--- src/rtl/iq_decim_axis.sv ---
// iq_decim_axis: keeps one of every DECIM strobed I/Q samples, packs each
// kept pair as {Q,I}, buffers the words in a first-word-fall-through FIFO
// and presents them as an AXI4-Stream master. It also reports a sticky
// overflow flag and the FIFO fill level.
module iq_decim_axis #(
    parameter int DATA_WIDTH = 16,
    parameter int DECIM      = 4,
    parameter int FIFO_DEPTH = 16
) (
    input  logic                          clk,
    input  logic                          aresetn,
    input  logic                          ce,
    input  logic                          strobe_in,
    input  logic [DATA_WIDTH-1:0]         I_in,
    input  logic [DATA_WIDTH-1:0]         Q_in,
    input  logic                          clr_ovf,
    output logic [2*DATA_WIDTH-1:0]       m_axis_tdata,
    output logic                          m_axis_tvalid,
    input  logic                          m_axis_tready,
    output logic [$clog2(FIFO_DEPTH):0]   fill,
    output logic                          overflow
);

    localparam int CNT_W  = (DECIM > 1) ? $clog2(DECIM) : 1;
    localparam int AW     = $clog2(FIFO_DEPTH);
    localparam int FW     = AW + 1;
    localparam int WW     = 2 * DATA_WIDTH;

    localparam logic [CNT_W-1:0] LAST_CNT = CNT_W'(DECIM - 1);
    localparam logic [FW-1:0]    FULL_LVL = FW'(FIFO_DEPTH);

    // Architectural state
    logic [CNT_W-1:0] cnt_r;
    logic [AW-1:0]    wr_ptr_r;
    logic [AW-1:0]    rd_ptr_r;
    logic [FW-1:0]    fill_r;
    logic             valid_r;
    logic [WW-1:0]    tdata_r;
    logic             ovf_r;
    logic [WW-1:0]    mem_r [FIFO_DEPTH];

    // Next-state and qualifier signals
    logic             accept_s;
    logic             keep_s;
    logic             rd_s;
    logic             full_s;
    logic             wr_s;
    logic             drop_s;
    logic [WW-1:0]    din_s;
    logic [CNT_W-1:0] cnt_nxt_s;
    logic [AW-1:0]    wr_ptr_nxt_s;
    logic [AW-1:0]    rd_ptr_nxt_s;
    logic [FW-1:0]    fill_nxt_s;
    logic [WW-1:0]    tdata_nxt_s;
    logic             ovf_nxt_s;

    // Decode input acceptance, decimation and FIFO write/read for this cycle
    always_comb begin
        accept_s     = ce & strobe_in;
        keep_s       = 1'b0;
        cnt_nxt_s    = cnt_r;
        din_s        = {Q_in, I_in};
        rd_s         = valid_r & m_axis_tready;
        full_s       = (fill_r == FULL_LVL);
        if (accept_s) begin
            if (cnt_r == LAST_CNT) begin
                keep_s    = 1'b1;
                cnt_nxt_s = '0;
            end else begin
                cnt_nxt_s = cnt_r + CNT_W'(1);
            end
        end else begin
            cnt_nxt_s = cnt_r;
        end
        // A full FIFO still takes the word when the head leaves this cycle.
        wr_s   = keep_s & (~full_s | rd_s);
        drop_s = keep_s & full_s & ~rd_s;
    end

    // Compute pointer, fill, head-word and overflow next values
    always_comb begin
        wr_ptr_nxt_s = wr_ptr_r;
        rd_ptr_nxt_s = rd_ptr_r;
        fill_nxt_s   = fill_r;
        ovf_nxt_s    = ovf_r;
        if (wr_s) begin
            wr_ptr_nxt_s = wr_ptr_r + AW'(1);
        end else begin
            wr_ptr_nxt_s = wr_ptr_r;
        end
        if (rd_s) begin
            rd_ptr_nxt_s = rd_ptr_r + AW'(1);
        end else begin
            rd_ptr_nxt_s = rd_ptr_r;
        end
        case ({wr_s, rd_s})
            2'b10:   fill_nxt_s = fill_r + FW'(1);
            2'b01:   fill_nxt_s = fill_r - FW'(1);
            default: fill_nxt_s = fill_r;
        endcase
        // The head word is registered; when the slot being written becomes
        // the head (FIFO empty after this cycle's read), forward the input.
        if (wr_s && (wr_ptr_r == rd_ptr_nxt_s)) begin
            tdata_nxt_s = din_s;
        end else begin
            tdata_nxt_s = mem_r[rd_ptr_nxt_s];
        end
        // A new drop beats a simultaneous clear.
        if (drop_s) begin
            ovf_nxt_s = 1'b1;
        end else if (clr_ovf) begin
            ovf_nxt_s = 1'b0;
        end else begin
            ovf_nxt_s = ovf_r;
        end
    end

    // Control state registers with asynchronous active-low reset
    always_ff @(posedge clk or negedge aresetn) begin
        if (!aresetn) begin
            cnt_r    <= '0;
            wr_ptr_r <= '0;
            rd_ptr_r <= '0;
            fill_r   <= '0;
            valid_r  <= 1'b0;
            tdata_r  <= '0;
            ovf_r    <= 1'b0;
        end else begin
            cnt_r    <= cnt_nxt_s;
            wr_ptr_r <= wr_ptr_nxt_s;
            rd_ptr_r <= rd_ptr_nxt_s;
            fill_r   <= fill_nxt_s;
            valid_r  <= (fill_nxt_s != '0);
            tdata_r  <= tdata_nxt_s;
            ovf_r    <= ovf_nxt_s;
        end
    end

    // FIFO storage; contents are meaningless until written so no reset
    always_ff @(posedge clk) begin
        if (wr_s) begin
            mem_r[wr_ptr_r] <= din_s;
        end
    end

    assign m_axis_tdata  = tdata_r;
    assign m_axis_tvalid = valid_r;
    assign fill          = fill_r;
    assign overflow      = ovf_r;

endmodule

--- config.mk ---
export PLATFORM = sky130hd
export DESIGN_NAME = iq_decim_axis
export DESIGN_NICKNAME = d
export VERILOG_FILES = /design/src/rtl/iq_decim_axis.sv
export SDC_FILE = /design/constraint.sdc
export NUM_CORES = 1
export LEC_CHECK = 0
export ABC_AREA = 1
export CORE_MARGIN = 5
export CORE_UTILIZATION = 30
export DETAILED_ROUTE_END_ITERATION = 8
export GPL_TIMING_DRIVEN = 1
export RECOVER_POWER = 50
export SYNTH_ARGS = -nofsm -noshare
export SYNTH_HDL_FRONTEND = slang
export SYNTH_SLANG_ARGS = --single-unit
--- constraint.sdc ---
create_clock -name clk -period 3.22 [get_ports clk]
set_input_delay 0.644 -clock clk [delete_from_list [all_inputs] [get_ports clk]]
set_output_delay 0.644 -clock clk [all_outputs]
set_load 0.02 [all_outputs]
Word-level counts from Yosys, hierarchy flattened --
Memory sizes are Yosys's and may differ from the RTL's. A register that Yosys moved wholly into a read port is not among the register bits. Index checks and enable logic that the tools add are counted.
Word-level totals: memories 1, bits in writable memories 512, word-level logic and storage cells 36, output and inout bits 39, bits in registers 17, input port bits 38
Cells by class: mux-type cells 9, bitwise logic cells 8, add/subtract/negate cells 5, reductions and logical operators 3, equal/unequal tests 4
Memories:
- mem_r | words 16, bits a word 32, read ports 1, clocked after memory_dff 1, write ports 1, line 40 | logic [WW-1:0] mem_r [FIFO_DEPTH];
Operator list (number):
- $pmux W5 S2 | 1
- $add A4 B1 Y4 const B | 2
- $mux W1 | 6
- $add A5 B1 Y5 const B | 1
- $and A1 B1 Y1 | 5
- $eq A5 B5 Y1 const B | 1
- $reduce_bool A5 Y1 | 1
- $sub A5 B1 Y5 const B | 1
- $eq A2 B2 Y1 const B | 2
- $mux W4 | 1
- $add A2 B1 Y2 const B | 1
- $eq A2 B1 Y1 const B | 1
- $mux W2 | 1
- $not A1 Y1 | 2
- $reduce_bool A2 Y1 | 1
- $logic_not A1 Y1 | 1
- $or A1 B1 Y1 | 1

Depth between registers and ports, before layout --
word-level depth 7, gate-level depth with buffers 17, depth with buffers taken out 17

Worst setup path before layout --
No wires, ideal clock.
path type input port to flip-flop, start input ce, end memory mem_r[11][0] in the netlist's numbering (enable), setup slack 0.282 ns, stages 6, arrival 2.517 ns, cell sequence nand3_1 -> inv_1 -> nand2_1 -> inv_2 -> nand2_1 -> nor2_1
On the way: cells in the longest elaborated chain, start to end 5
RTL lines:
- from (decl) | line 12 | input logic ce,
- $and A1 B1 Y1 | line 59 | accept_s = ce & strobe_in;
- $mux W1 | line 65 | if (accept_s) begin
- $and A1 B1 Y1 | line 76 | wr_s = keep_s & (~full_s | rd_s);
- $mux W1 | line 141 | if (wr_s) begin
- $mux W1 (implied by the code) | line 142 | mem_r[wr_ptr_r] <= din_s;
- to (decl) | line 40
No other way between the ends.

Worst setup path in the final report --
start input m_axis_tready, end memory mem_r[3][31] in the netlist's numbering (enable)
On the way: cells in the longest elaborated chain, start to end 5
RTL lines:
- from (decl) | line 19 | input logic m_axis_tready,
- $and A1 B1 Y1 | line 63 | rd_s = valid_r & m_axis_tready;
- $or A1 B1 Y1 | line 76
- $and A1 B1 Y1 | line 76
- $mux W1 | line 141
- $mux W1 (implied by the code) | line 142
No other way between the ends.

==> impl_metrics.csv <==
group,metric,value,unit
status,outcome,"finished with violations",
status,violations,"capacitance limit, slew limit",
clock_network,htreeDepth,2,
clock_network,clockBufferDepth,3,
drt,post-route-drc-count,0,
floorplan,fp-row-count,103,
clock_network,cts_root_buffer,"clkbuf_16",
drt,drt_first_pass_iters,5,
setup_path,cp_slowest_cell,"dlygate4sd3_1",
min_path,min_path_cells,1,
setup_path,worstSetupEndpointType,"register",
min_path,hp-class,"reg2reg",
min_path,hold_end,"cnt_r[1]",
power_and_ir_drop,peakVddDrop,0.848,mV
timing,period_share,80.3,%
finish,fin_util,36.1,%
timing,rsz0062_at_grt,"no",
setup_path,reg2reg_to,"mem_r[3][31]",
power_and_ir_drop,power_density,904,nW/um2
timing,worst_pin_slew,1.80,ns
setup_path,cp_common_cell,"nand2_1",
clock_network,post_cts_buffers,0,
setup_path,crit_fanout,14,
clock_network,clock_latency,0.63,ns
logic_synthesis,yosysTopAreaCell,"edfxtp_1",
power_and_ir_drop,leakage,11.3,nW
power_and_ir_drop,clock_power_share,27.6,%
drt,wl_per_cell,19.1,um
min_path,hp-start,"cnt_r[1]",
drt,viasPerCell,4.70,
logic_synthesis,yosysTopAreaCellShare,64.1,%
drt,postRouteAntennaNets,0,
logic_synthesis,synth_cell_types,26,
global_routing,antenna_found_initial,3,
setup_path,regToRegStartpoint,"cnt_r[0]",
setup_path,crit_chain,"dlygate4sd3_1 -> nand2_1 -> nand3_1 -> nand2_1 -> inv_1 -> nand2_1 -> nor2_4 -> buf_4",
global_routing,grt-ovfl-total,0,
clock_network,post_cts_resized,0,
global_routing,grt_pass1_wl,98200,um
timing,setup_viol,0,
clock_network,cts.sink_count,561,
logic_synthesis,ys_seq_elements,561,
clock_network,cts_tree,"built",
clock_network,ctsHoldBuffers,0,
setup_path,rrSetupSlack,0.79,ns
logic_synthesis,yosysSeqAreaShare,69.2,%
global_routing,grt_pass1_vias,15500,
finish,fin_nets,2335,
finish,layout-drive-gt1-share,8.17,%
floorplan,ioPinCount,77,
drt,vias,15900,
setup_path,reg2reg_depth,8,
timing,fin_worst_skew,0.0270,ns
logic_synthesis,synth_fp_nets,2251,
logic_synthesis,yosys.cell_count.top_type,"nand2_1",
logic_synthesis,synthCells,2206,
logic_synthesis,syn_avg_cell_area,10.9,um2
timing,timing.final.hold_violations,0,
floorplan,dieWidth,293,um
power_and_ir_drop,pwr-share-comb,39.0,%
global_routing,grt_max_degree,106,
drt,wirelength,64600,um
floorplan,chipHeight,293,um
drt,initialDrtViolationCount,1419,
timing,fin_crit,2.59,ns
floorplan,core,79100,um2
power_and_ir_drop,power_switching_share,38.7,%
timing,fmax,387,MHz
setup_path,crit_required,3.51,ns
global_routing,grt.total_usage,14.9,%
placed_design,dp_hpwl,35800,um
logic_synthesis,synth-edff-count,512,
setup_path,critPathKind,"in2reg",
setup_path,path_delay_family,"simple AND/OR/NAND/NOR gates",
timing,slew_viol_final,50,
timing,relSlewSlack,-20.2,%
power_and_ir_drop,p_int,0.0158,W
clock_network,cts_buffers,58,
logic_synthesis,synth_common_cells,"nand2_1, edfxtp_1, nand3_1",
floorplan,die_area,85700,um2
logic_synthesis,synthArstFlopShare,8.73,%
logic_synthesis,ys_warn_count,0,
logic_synthesis,synth_flop_cell,"edfxtp_1",
finish,area_growth,19.0,%
setup_path,start_kind,"primary input",
logic_synthesis,synthTopCellsByArea,"edfxtp_1, nand2_1, nand3_1",
placed_design,io_buffers,76,
setup_path,crit_arrival,2.88,ns
setup_path,slowest_delay,0.59,ns
clock_network,path_clk_slew,0.06,ns
setup_path,path_buf_inv,3,
timing,setup_tns,0,ns
logic_synthesis,netlist_area,24000,um2
flow_run,max_cap_viol_count,1,
power_and_ir_drop,sequentialPowerShare,33.4,%
floorplan,initial_core_util,30.3,%
placed_design,place_congestion,0.770,
power_and_ir_drop,p_sw,0.00999,W
-- cells by family after synthesis --
kind of cell / Yosys count / synth area share, %
buf+inv: 378 / 6.81
fa+ha+maj: 7 / 0.365
xor+xnor: 4 / 0.146
compound gates: 40 / 1.19
flops: 561 / 69.2
simple gates: 1215 / 22.2
mux: 1 / 0.0469
-- stage by stage --
stage	setup WS [ns]	hold WS [ns]	instances	power, W	area, um2
2_1_floorplan	0.282	0.348	2206	0.0152	24000
3_3_place_gp	0.229	0.494	3280	0.0189	26500
3_5_place_dp	0.278	0.502	3280	0.0189	26500
4_1_cts	0.743	0.180	3389	0.0261	28600
5_1_grt	0.481	0.519	3390	0.0274	28500
6_report	0.633	0.512	3390	0.0258	28500
-- power by group through the flow --
stage / logic (W) / clock network (W) / registers, W
2_1_floorplan: 0.00625 / 0 / 0.00899
3_3_place_gp: 0.0101 / 0 / 0.00880
3_5_place_dp: 0.0102 / 0 / 0.00879
4_1_cts: 0.0102 / 0.00723 / 0.00865
5_1_grt: 0.0112 / 0.00754 / 0.00867
6_report: 0.0101 / 0.00712 / 0.00863
-- routing by layer --
| metal | routed length, um | up-vias | track usage, % |
|---|---|---|---|
| li1 | - | 7568 | - |
| met1 | 28200 | 7772 | 20.5 |
| met2 | 30600 | 492 | 24.5 |
| met3 | 4230 | 102 | 2.54 |
| met4 | 1500 | 4 | 4.28 |
| met5 | 61 | - | 0.388 |
-- area by class of cell --
| class | instances | area (um2) |
|---|---|---|
| flip-flops and latches | 561 | 16600 |
| well taps | 1050 | 1310 |
| fillers | 7778 | 50600 |
| repair buffers | 147 | 1730 |
| multi-input cells | 1267 | 5910 |
| clock buffers | 72 | 1590 |
| diodes | 1 | 2.50 |
| clock inverters | 37 | 449 |
| inverters | 255 | 962 |
-- registers in the layout, summed over array words and instances (netlist names) --
register	flops
mem_r	512
m_axis_tdata	32
fill	5
rd_ptr_r	4
wr_ptr_r	4
cnt_r	2
m_axis_tvalid	1
overflow	1
-- worst max path at each step --
stage	from	to	cells after the start
after floorplan	ce	mem_r[11][0]	6
after detailed placement	strobe_in	mem_r[7][21]	8
after global placement	ce	mem_r[3][1]	8
after global routing	m_axis_tready	mem_r[3][31]	8
final	m_axis_tready	mem_r[3][31]	8
after CTS	fill[1]	fill[1]	1
-- cell usage in the layout (no fill, tap or decap), types with 2 or more instances in the layout --
cell	instances
o22ai_1	3
clkbuf_1	7
nand3b_1	64
dfrtp_1	49
clkinvlp_4	4
nand2_4	2
inv_2	2
xor2_1	4
clkbuf_8	6
clkbuf_16	59
inv_1	250
o211ai_1	32
nand3_1	333
nand2_1	751
clkdlybuf4s50_1	38
bufinv_16	10
nor3_1	2
o21ai_0	2
buf_12	35
nand4_1	34
clkinv_1	13
dlygate4sd3_1	37
buf_4	36
ha_1	7
nor2_1	7
o21ai_1	2
clkinv_2	9
nand2_2	2
inv_4	2
edfxtp_1	512
nor2_4	17
(Power assumes the default switching activity.)
